### config.mk
export PLATFORM = sky130hd
export DESIGN_NAME = account_session_ctrl
export DESIGN_NICKNAME = d
export VERILOG_FILES = /design/src/rtl/account_session_ctrl.sv
export SDC_FILE = /design/constraint.sdc
export NUM_CORES = 1
export LEC_CHECK = 0
export ABC_AREA = 1
export CAP_MARGIN = 10
export CORE_MARGIN = 3
export CORE_UTILIZATION = 47
export CTS_CLUSTER_DIAMETER = 120
export DETAILED_ROUTE_END_ITERATION = 12
export PLACE_DENSITY = 0.74
export SLEW_MARGIN = 40
export SYNTH_ARGS = -nofsm -noshare
export SYNTH_HDL_FRONTEND = slang
export SYNTH_SLANG_ARGS = --single-unit
### constraint.sdc
create_clock -name clk -period 5.2 [get_ports clk]
set_clock_uncertainty 0.15 [all_clocks]
set_input_delay 1.04 -clock clk [delete_from_list [all_inputs] [get_ports clk]]
set_output_delay 1.04 -clock clk [all_outputs]
set_load 0.01 [all_outputs]
### src/rtl/account_session_ctrl.sv
// account_session_ctrl
//   Per-card ATM session controller. It looks up the account, checks the PIN, keeps a
//   retry count and lock flag for every card across sessions, ends idle sessions, and
//   writes the post-transaction balance back. Accounts are loaded over a provisioning port.
//
//   Ports
//     clk, rst                    clock (rising edge), asynchronous active-low reset
//     card_in, card_number        card insertion pulse and card id
//     psw_valid, password_input   PIN entry pulse and PIN value
//     op_done, updated_balance    transaction complete pulse and new balance
//     card_out                    card ejected / end of session request
//     prog_en, prog_card,
//     prog_psw, prog_bal          account provisioning (accepted only in IDLE)
//     balance, session_active     balance of the logged-in account; high while in AUTH
//     auth_ok, wrong_psw,
//     card_locked, invalid_card,
//     timeout                     single-cycle event pulses
//     tries_left                  attempts remaining for the latched card
//
//   state  | meaning
//   IDLE   | no card; provisioning and card insertion accepted
//   VERIFY | card latched, waiting for PIN
//   AUTH   | PIN accepted, transactions allowed
module account_session_ctrl #(
  parameter int CARD_W      = 6,
  parameter int PSW_W       = 16,
  parameter int BAL_W       = 20,
  parameter int USERS       = 10,
  parameter int MAX_TRIES   = 3,
  parameter int TIMEOUT_CYC = 1000
) (
  input  logic                           clk,
  input  logic                           rst,
  input  logic                           card_in,
  input  logic [CARD_W-1:0]              card_number,
  input  logic                           psw_valid,
  input  logic [PSW_W-1:0]               password_input,
  input  logic                           op_done,
  input  logic [BAL_W-1:0]               updated_balance,
  input  logic                           card_out,
  input  logic                           prog_en,
  input  logic [CARD_W-1:0]              prog_card,
  input  logic [PSW_W-1:0]               prog_psw,
  input  logic [BAL_W-1:0]               prog_bal,
  output logic [BAL_W-1:0]               balance,
  output logic                           session_active,
  output logic                           auth_ok,
  output logic                           wrong_psw,
  output logic                           card_locked,
  output logic                           invalid_card,
  output logic                           timeout,
  output logic [$clog2(MAX_TRIES+1)-1:0] tries_left
);

  localparam int TW    = $clog2(MAX_TRIES + 1);
  localparam int IDX_W = (USERS > 1) ? $clog2(USERS) : 1;
  localparam int TMR_W = $clog2(TIMEOUT_CYC);

  localparam logic [1:0] ST_IDLE   = 2'd0;
  localparam logic [1:0] ST_VERIFY = 2'd1;
  localparam logic [1:0] ST_AUTH   = 2'd2;

  localparam logic [CARD_W-1:0] USERS_C  = CARD_W'(USERS);
  localparam logic [TW-1:0]     MAX_C    = TW'(MAX_TRIES);
  localparam logic [TMR_W-1:0]  TMR_LOAD = TMR_W'(TIMEOUT_CYC - 1);

  logic [1:0]       state, state_nxt;
  logic [IDX_W-1:0] card_reg, card_nxt;
  logic [TMR_W-1:0] timer_cnt, timer_nxt;

  logic [USERS-1:0] lock_flag;
  logic [TW-1:0]    tries_cnt [USERS];
  logic [PSW_W-1:0] psw_mem   [USERS];
  logic [BAL_W-1:0] bal_mem   [USERS];

  logic [IDX_W-1:0] card_idx, prog_idx;
  logic [TW-1:0]    tries_inc, tries_val, tries_sel;
  logic             prog_wr, bal_wr, tries_wr, lock_set;
  logic [BAL_W-1:0] bal_nxt;
  logic             auth_nxt, wrong_nxt, locked_nxt, invalid_nxt, tmo_nxt;

  assign card_idx  = card_number[IDX_W-1:0];
  assign prog_idx  = prog_card[IDX_W-1:0];
  assign tries_inc = tries_cnt[card_reg] + TW'(1);

  always_comb begin
    state_nxt   = state;
    card_nxt    = card_reg;
    timer_nxt   = timer_cnt;
    bal_nxt     = balance;
    auth_nxt    = 1'b0;
    wrong_nxt   = 1'b0;
    locked_nxt  = 1'b0;
    invalid_nxt = 1'b0;
    tmo_nxt     = 1'b0;
    prog_wr     = 1'b0;
    bal_wr      = 1'b0;
    tries_wr    = 1'b0;
    tries_val   = '0;
    lock_set    = 1'b0;
    case (state)
      ST_IDLE: begin
        // An out-of-range provisioning write is dropped as if absent.
        if (prog_en && (prog_card < USERS_C)) begin
          prog_wr = 1'b1;
        end else if (card_in) begin
          if (card_number >= USERS_C) begin
            invalid_nxt = 1'b1;
          end else if (lock_flag[card_idx]) begin
            locked_nxt = 1'b1;
          end else begin
            card_nxt  = card_idx;
            timer_nxt = TMR_LOAD;
            state_nxt = ST_VERIFY;
          end
        end
      end
      ST_VERIFY: begin
        if (card_out) begin
          state_nxt = ST_IDLE;
        end else if (psw_valid) begin
          timer_nxt = TMR_LOAD;
          tries_wr  = 1'b1;
          if (password_input == psw_mem[card_reg]) begin
            auth_nxt  = 1'b1;
            bal_nxt   = bal_mem[card_reg];
            tries_val = '0;
            state_nxt = ST_AUTH;
          end else begin
            wrong_nxt = 1'b1;
            tries_val = tries_inc;
            if (tries_inc == MAX_C) begin
              lock_set   = 1'b1;
              locked_nxt = 1'b1;
              state_nxt  = ST_IDLE;
            end
          end
        end else if (timer_cnt == '0) begin
          tmo_nxt   = 1'b1;
          state_nxt = ST_IDLE;
        end else begin
          timer_nxt = timer_cnt - TMR_W'(1);
        end
      end
      ST_AUTH: begin
        // A write-back arriving with card_out still lands before the session closes.
        if (op_done) begin
          bal_wr    = 1'b1;
          bal_nxt   = updated_balance;
          timer_nxt = TMR_LOAD;
        end
        if (card_out) begin
          state_nxt = ST_IDLE;
        end else if (!op_done) begin
          if (timer_cnt == '0) begin
            tmo_nxt   = 1'b1;
            state_nxt = ST_IDLE;
          end else begin
            timer_nxt = timer_cnt - TMR_W'(1);
          end
        end
      end
      default: state_nxt = ST_IDLE;
    endcase
    if (state_nxt != ST_AUTH) bal_nxt = '0;
  end

  assign tries_sel = tries_wr ? tries_val : tries_cnt[card_nxt];

  always_ff @(posedge clk or negedge rst) begin
    if (!rst) begin
      state          <= ST_IDLE;
      card_reg       <= '0;
      timer_cnt      <= '0;
      balance        <= '0;
      session_active <= 1'b0;
      auth_ok        <= 1'b0;
      wrong_psw      <= 1'b0;
      card_locked    <= 1'b0;
      invalid_card   <= 1'b0;
      timeout        <= 1'b0;
      tries_left     <= '0;
    end else begin
      state          <= state_nxt;
      card_reg       <= card_nxt;
      timer_cnt      <= timer_nxt;
      balance        <= bal_nxt;
      session_active <= (state_nxt == ST_AUTH);
      auth_ok        <= auth_nxt;
      wrong_psw      <= wrong_nxt;
      card_locked    <= locked_nxt;
      invalid_card   <= invalid_nxt;
      timeout        <= tmo_nxt;
      tries_left     <= (state_nxt == ST_IDLE) ? '0 : (MAX_C - tries_sel);
    end
  end

  always_ff @(posedge clk or negedge rst) begin
    if (!rst) begin
      lock_flag <= '0;
      for (int i = 0; i < USERS; i++) tries_cnt[i] <= '0;
    end else begin
      if (prog_wr) begin
        lock_flag[prog_idx] <= 1'b0;
        tries_cnt[prog_idx] <= '0;
      end
      if (tries_wr) tries_cnt[card_reg] <= tries_val;
      if (lock_set) lock_flag[card_reg] <= 1'b1;
    end
  end

  // Account contents survive reset; only provisioning and write-back change them.
  always_ff @(posedge clk) begin
    if (prog_wr) begin
      psw_mem[prog_idx] <= prog_psw;
      bal_mem[prog_idx] <= prog_bal;
    end else if (bal_wr) begin
      bal_mem[card_reg] <= updated_balance;
    end
  end

endmodule

==> Implementation_results.wiki <==
{| class="wikitable"
! Metric !! Value
|-
| Status || finished, final reports clean
|-
| Max stage delay cell, worst path || sky130_fd_sc_hd__nor2_2
|-
| Total power divided by cell area || slightly below 500 nW/um^2
|-
| Clock tree sinks || ~430
|-
| Cell count after placement || 2367
|-
| Initial detailed-routing violation count || about 1400
|-
| Switching Fraction || 0.369
|-
| Sequential element share of the synthesized area || 0.672
|-
| Count of buffers added by post-CTS timing repair for setup || 0
|-
| Post-layout total power || between 10 and 15 mW
|-
| Final non-filler cell total || 2448
|-
| Arr. time, crit path || about 4.3 ns
|-
| RSZ-0062 raised after global routing || false
|-
| Number of flip-flops in the largest register || 200
|-
| Ports || around 120
|-
| Fraction of layout cells with a size suffix above 1 || 0.0839
|-
| Quantity of hold-fixing buffers added after cts || 0
|-
| Tot GR Track Use || 0.230
|-
| Net count, final || around 2000
|-
| Height of the die || slightly above 200 microns
|-
| Number of levels in the clock H-tree || 2
|-
| Antenna violations before repair || 0
|-
| Antenna diode instance count || 0
|-
| Launch point of the critical path || prog_card[2]
|-
| Floorplan Core Area || 39100 sq um
|-
| Final Hold Fails || 0
|-
| Vias per std cell || about 5.7
|-
| Kind of cell adding the most delay to the critical path || simple AND/OR/NAND/NOR gates
|-
| Initial core utilization || 0.482
|-
| Slowest stage delay, CP || ~0.54 ns
|-
| CTS Buf Count || 45
|-
| Int Pwr || around 7 mW
|-
| Crit path kind || primary input to flip-flop
|-
| Max Clock Freq || between 0.2 and 0.25 GHz
|-
| Clock transition time at the flip-flop clock pins of the worst setup and hold paths || 0.06 ns
|-
| Remaining Overflow, GRT || 0
|-
| Cells along the critical path || clkdlybuf4s50_1 -> o21ai_0 -> nand2_1 -> nor2_1 -> inv_1 -> nand2_2 -> o21ai_0 -> a21oi_1 -> nand2_1 -> nor2_2 -> buf_4
|-
| Number of instances resized during post-cts repair || 0
|-
| Wire length of the first global-routing pass || between 70 and 80 mm
|-
| Buffer type at the clock tree root || sky130_fd_sc_hd__clkbuf_16
|-
| Element type at the critical path start || primary input
|-
| Synth Instances || around 1800
|-
| Vias in the first global route || 13500
|-
| Shortest period the worst path allows || 4.15 ns
|-
| Synth Register Bits || 434
|-
| Number of max-cap violations || 0
|-
| Net Switching || a little under 4 mW
|-
| Maximum number of pins on one net before global-route repair || slightly above 90
|-
| Post-synthesis net count || 1877
|-
| Pin slew with the least headroom to its limit || about 0.85 ns
|-
| Sum of negative setup slack || 0 ns
|-
| Row cnt || around 70
|-
| Number of buffers on the longest clock path || 3
|-
| Power share of the combinational group || 0.332
|-
| HPWL Detailed || approximately 30 mm
|-
| Die Footprint || around 43000 sq um
|-
| Horizontal extent of the die || between 200 and 250 microns
|-
| CP required || roughly 5.3 ns
|-
| DRC || 0
|-
| Register name with the most flops || bal_mem
|-
| Leading registers by flop count || bal_mem x200, psw_mem x160
|-
| Crit end category || flip-flop
|-
| Clock Power Share || 0.286
|-
| Number of distinct standard cells referenced by the synthesized netlist || just under 50
|-
| Worst relative slew slack || 0.430
|-
| Vias after detailed routing || about 14000
|-
| Placer Congestion || around 0.95
|-
| Pleak || 8.34 nW
|-
| Power share of the sequential group || 0.382
|-
| P&R area growth vs syn || 16.7%
|-
| Number of I/O port buffers || approximately 120
|-
| Post-DRT Antenna Nets || 0
|-
| First drt pass iteration count || 6
|-
| Per-instance average area after synthesis || ~11 sq um
|-
| Routed wirelength normalized by instance count || about 20 microns
|-
| Later-pin clock latency in the skew report || 0.57 ns
|-
| Hold crit path type || primary input to asynchronous set/reset pin
|-
| Yosys warning count || 0
|-
| Period utilisation layout || 0.798
|-
| VDD IR-drop max || 0.478 mV
|-
| Maximum fanout along the worst path || 26
|-
| Final setup violation count || 0
|-
| Number of buffer and inverter stages on the critical path || 3
|-
| CTS tree || yes
|-
| Synth Cell Area || about 19000 sq um
|-
| Routed WL || approximately 49 mm
|-
| Final max-slew violation count || 0
|-
| Reg-to-reg critical path startpoint || card_reg[0]
|}
-- cell type report --
cell class,instances,area (sq um)
clock buffer,52,1150
clock inverter,29,246
fill,3179,17100
inverter,141,537
multi-input combinational,1122,5310
sequential,434,12700
tap,518,648
timing repair buffer,152,1440
-- synth_stat cells (all sizes together) --
| cell | instances | area, sq um |
|---|---|---|
| a211oi | 1 | 7.51 |
| a21oi | 65 | 337 |
| a221oi | 3 | 26.3 |
| a22oi | 5 | 37.5 |
| a31oi | 3 | 18.8 |
| a41oi | 2 | 17.5 |
| and2 | 1 | 6.26 |
| buf | 33 | 223 |
| clkbuf | 49 | 185 |
| clkinv | 3 | 11.3 |
| dfrtp | 74 | 1850 |
| edfxtp | 360 | 10800 |
| ha | 7 | 87.6 |
| inv | 138 | 521 |
| mux2 | 1 | 11.3 |
| nand2 | 497 | 1880 |
| nand3 | 99 | 500 |
| nand3b | 2 | 15.0 |
| nand4 | 18 | 113 |
| nor2 | 134 | 572 |
| nor3 | 5 | 25.0 |
| nor4 | 1 | 6.26 |
| o2111ai | 2 | 17.5 |
| o211ai | 6 | 45.0 |
| o21ai | 159 | 800 |
| o21bai | 1 | 11.3 |
| o22ai | 96 | 601 |
| o31ai | 2 | 15.0 |
| o32ai | 1 | 8.76 |
| o41ai | 1 | 8.76 |
| or2 | 3 | 18.8 |
| xnor2 | 1 | 8.76 |
| xor2 | 6 | 52.6 |
-- power groups by stage --
stage / Clock, mW / Combinational (mW) / Sequential [mW]
global route: 3.26 / 3.98 / 4.14
CTS: 3.12 / 3.55 / 4.12
finish: 3.09 / 3.58 / 4.12
global placement: 0 / 3.44 / 4.18
floorplan: 0 / 2.48 / 4.14
detailed placement: 0 / 3.54 / 4.19
-- per-stage QoR --
step                      utilization  hold slack (ns)  cell area [sq um]  worst slack (ns)
final                           0.563            0.340              22000              1.05
after detailed placement        0.527            0.328              20600             0.534
after global placement          0.526            0.321              20600             0.766
after floorplan                     -            0.303              18800              1.38
after global routing            0.563            0.358              22000             0.618
after CTS                       0.563            0.342              22000              1.11
-- cell families after synthesis --
group,synth area share
adders and majority gates,0.00465
buffers and inverters,0.0499
xor gates and xnor gates,0.00325
AOI/OAI and AO/OA,0.103
muxes,0.000597
DFF,0.672
and+or+nand+nor,0.166
-- path summary, 6_finish.rpt --
check,slack (ns),cells past startpoint,endpoint
max,1.05,11,bal_mem[3][10]
max reg2reg,1.07,18,balance[17]
max in group asynchronous,4.04,1,card_reg[0]
min reg2reg,0.34,2,lock_flag[6]
min in group clk,0.34,2,lock_flag[6]
min,0.34,1,auth_ok
-- cell usage in the layout (no fill, tap or decap), drive strengths merged --
cell	instances
xnor2	1
nor4	1
dfrtp	74
edfxtp	360
mux2	1
or2	3
nand3	99
a22oi	5
nand2	497
o22ai	96
clkbuf	52
o32ai	1
o2111ai	2
xor2	6
clkdlybuf4s50	117
o21bai	1
nand3b	2
a221oi	3
inv	140
o211ai	6
nor2	134
buf	35
o21ai	159
clkinvlp	2
a211oi	1
nand4	18
and2	1
nor3	5
a31oi	3
a21oi	65
o41ai	1
bufinv	3
ha	7
a41oi	2
o31ai	2
clkinv	25
-- routing by layer --
| metal | routed length, microns | global-route usage | part of all wire |
|---|---|---|---|
| met4 | 1470 | 0.0848 | 0.030 |
| met3 | 4920 | 0.0432 | 0.10 |
| met1 | 19300 | 0.314 | 0.40 |
| met2 | 23200 | 0.371 | 0.47 |
| met5 | 0 | 0 | 0 |
No activity file was read; power rests on OpenSTA's default activity.
==> RTL change: new RTL, same flow settings <==
Put one more register stage on the output `balance`, without a reset. The value now appears one clock later. The other outputs are not delayed to match.
--- a/src/rtl/account_session_ctrl.sv
+++ b/src/rtl/account_session_ctrl.sv
@@ -66,2 +66,4 @@
 
+  logic [BAL_W-1:0] balance_s0;
+
   logic [1:0]       state, state_nxt;
@@ -89,3 +91,3 @@
     timer_nxt   = timer_cnt;
-    bal_nxt     = balance;
+    bal_nxt     = balance_s0;
     auth_nxt    = 1'b0;
@@ -174,3 +176,3 @@
       timer_cnt      <= '0;
-      balance        <= '0;
+      balance_s0     <= '0;
       session_active <= 1'b0;
@@ -186,3 +188,3 @@
       timer_cnt      <= timer_nxt;
-      balance        <= bal_nxt;
+      balance_s0     <= bal_nxt;
       session_active <= (state_nxt == ST_AUTH);
@@ -221,2 +223,6 @@
 
+  always_ff @(posedge clk) begin
+    balance <= balance_s0;
+  end
+
 endmodule
Formal check against the unedited RTL: not equivalent (a bounded check fails within 4 cycles, from zero or initial values and one cycle with rst low).
==> RTL change against the unedited design <==
- wire length is 1.7% higher
- largest cell class unchanged
- synthesized cell count hardly changed
- final cell count is 0.78% higher
- area after synthesis is 1.8% higher
- power is 2.6% higher
- sequential cell count is 20 higher
- final area is 2.6% higher
- largest power group unchanged
- worst setup slack better by 180 ps
==> RTL change: results (changes against the unedited design) <==
{| class="wikitable"
! Metric !! Value
|-
| Result of the run || finished clean
|-
| Total CTS buffers || 44 (-2.2%)
|-
| Post-Layout Inst Area || 22600 um^2 (+2.6%)
|-
| Fillcell total || 3299 (+3.8%)
|-
| Number of clock buffers in the layout || 54 (+3.8%)
|-
| Parity-gate share of the synthesized area counting xor and xnor cells || 0.274% (-0.051 points)
|-
| Maximum number of pins on one net before global-route repair || 75 (-18%)
|-
| Origin of the worst setup path || card_number[1]
|-
| Mux share of post-synthesis cell area || 0.0587% (-0.0011 points)
|-
| Unique cell type count in the Yosys netlist || 50 (+2.0%)
|-
| Final net count || 2004 (+0.50%)
|-
| Hold WS || 226 ps (-113 ps)
|-
| Number of vias after detailed routing || 13900 (+0.28%)
|-
| R2R setup slack || 1310 ps (+240 ps)
|-
| Worst Path Max Fanout || 11 (-58%)
|-
| Leakage Power || 0.00855 uW (+2.5%)
|-
| Maximum number of buffers from clock root to sink || 3 (unchanged)
|-
| Post-DP HPWL || 30600 um (+1.9%)
|-
| Leading cell types by total area after synthesis || edfxtp_1 (56%), dfrtp_1 (9.6%), nand2_1 (9.3%)
|-
| Library cell contributing the largest single delay on the critical path || clkdlybuf4s50_1
|-
| Die Wd || 208 um (+0.88%)
|-
| Total wire length || 49700 um (+1.7%)
|-
| Max_slew headroom || 47.9% (+4.9 points)
|-
| Power density over the cells || 491 nW/um^2 (about the same)
|-
| Initial DRC Count || 1510 (+4.6%)
|-
| Number of cells upsized or downsized after cts || 0 (unchanged)
|-
| Reg2Reg Capture Point || balance_s0[18]
|-
| Placed Instances || 2384 (+0.72%)
|-
| Fmax || 0.252 GHz (+4.5%)
|-
| Fraction of the mapped netlist area in adder cells || 0.456% (-0.0083 points)
|-
| Area fraction in compound gates after synthesis || 10.2% (-0.15 points)
|-
| Flip-flop and latch share of the layout cell area || 57.9% (+0.33 points)
|-
| Power dissipated by switching net loads || 3910 uW (-1.8%)
|-
| Syn Nets || 1876 (-0.053%)
|-
| Clk power || 3330 uW (+7.8%)
|-
| Share of post-route cells with drive strength above 1 || 9.06% (+0.67 points)
|-
| Final GP Congestion || 0.857 (-9.6%)
|-
| First-pass iteration count of the detailed router || 5 (-1)
|-
| Destination of the critical timing path || tries_left[0]
|-
| Multi-input combinational cell count || 1104 (-1.6%)
|-
| Post-placement worst setup slack || 726 ps (+192 ps)
|-
| FFs w/ async S/R, synth || 16.3% (-0.75 points)
|-
| Per-instance average area after synthesis || 10.8 um^2 (+1.9%)
|-
| Final instance count without filler cells || 2467 (+0.78%)
|-
| Count of non-CTS buffers in the layout || 161 (+5.9%)
|-
| Worst supply voltage drop on vdd || 0.291 mV (-39%)
|-
| Leading cell types by count after synthesis || nand2_1 (475), edfxtp_1 (360), inv_1 (135)
|-
| Global-route wire length before repair || 77000 um (+2.3%)
|-
| Overall track demand over capacity in global routing || 22.6% (-0.47 points)
|-
| Clock sink count || 454 (+4.6%)
|-
| Placement-stage cell area || 21000 um^2 (+2.0%)
|-
| Share of the yosys chip area belonging to registers || 68.1% (+0.88 points)
|-
| Share of total power in sequential cells || 38.7% (+0.5 points)
|}
## RTL change: cell types whose count changed after synthesis, sizes merged, moves of 5 or more
| cell | before | now |
|---|---|---|
| a32oi | 0 | 5 |
| a22oi | 5 | 11 |
| o21ai | 159 | 148 |
| nand3 | 99 | 115 |
| buf | 33 | 38 |
| nor2 | 134 | 125 |
| nand2 | 497 | 479 |
| o211ai | 6 | 1 |
| clkbuf | 49 | 41 |
| dfxtp | 0 | 20 |
## RTL change: worst reg2reg max path, cell delays in order, from the launching register on
cell     delay [ps]
dfrtp_2         570
inv_2           430
buf_12          350
nand2_1         140
nand2_1          80
nand2_1          50
nand2_1          90
nand2_1          70
nand4_1         100
nand2_1          60
nor2_1          140
nand2_1         100
nor2_1           90
nand2_1         150
nand2_1         150
buf_4           300
nand2_2         370
a21oi_1         300
nor2_2           60
## RTL change: routing by layer
layer	global-route usage, %	vias up	part of all wire, %
met5	0	-	0
met3	4.79	116	9.3
met1	31.5	6655	41
li1	-	6461	-
met4	7.79	0	3.0
met2	35.4	673	46
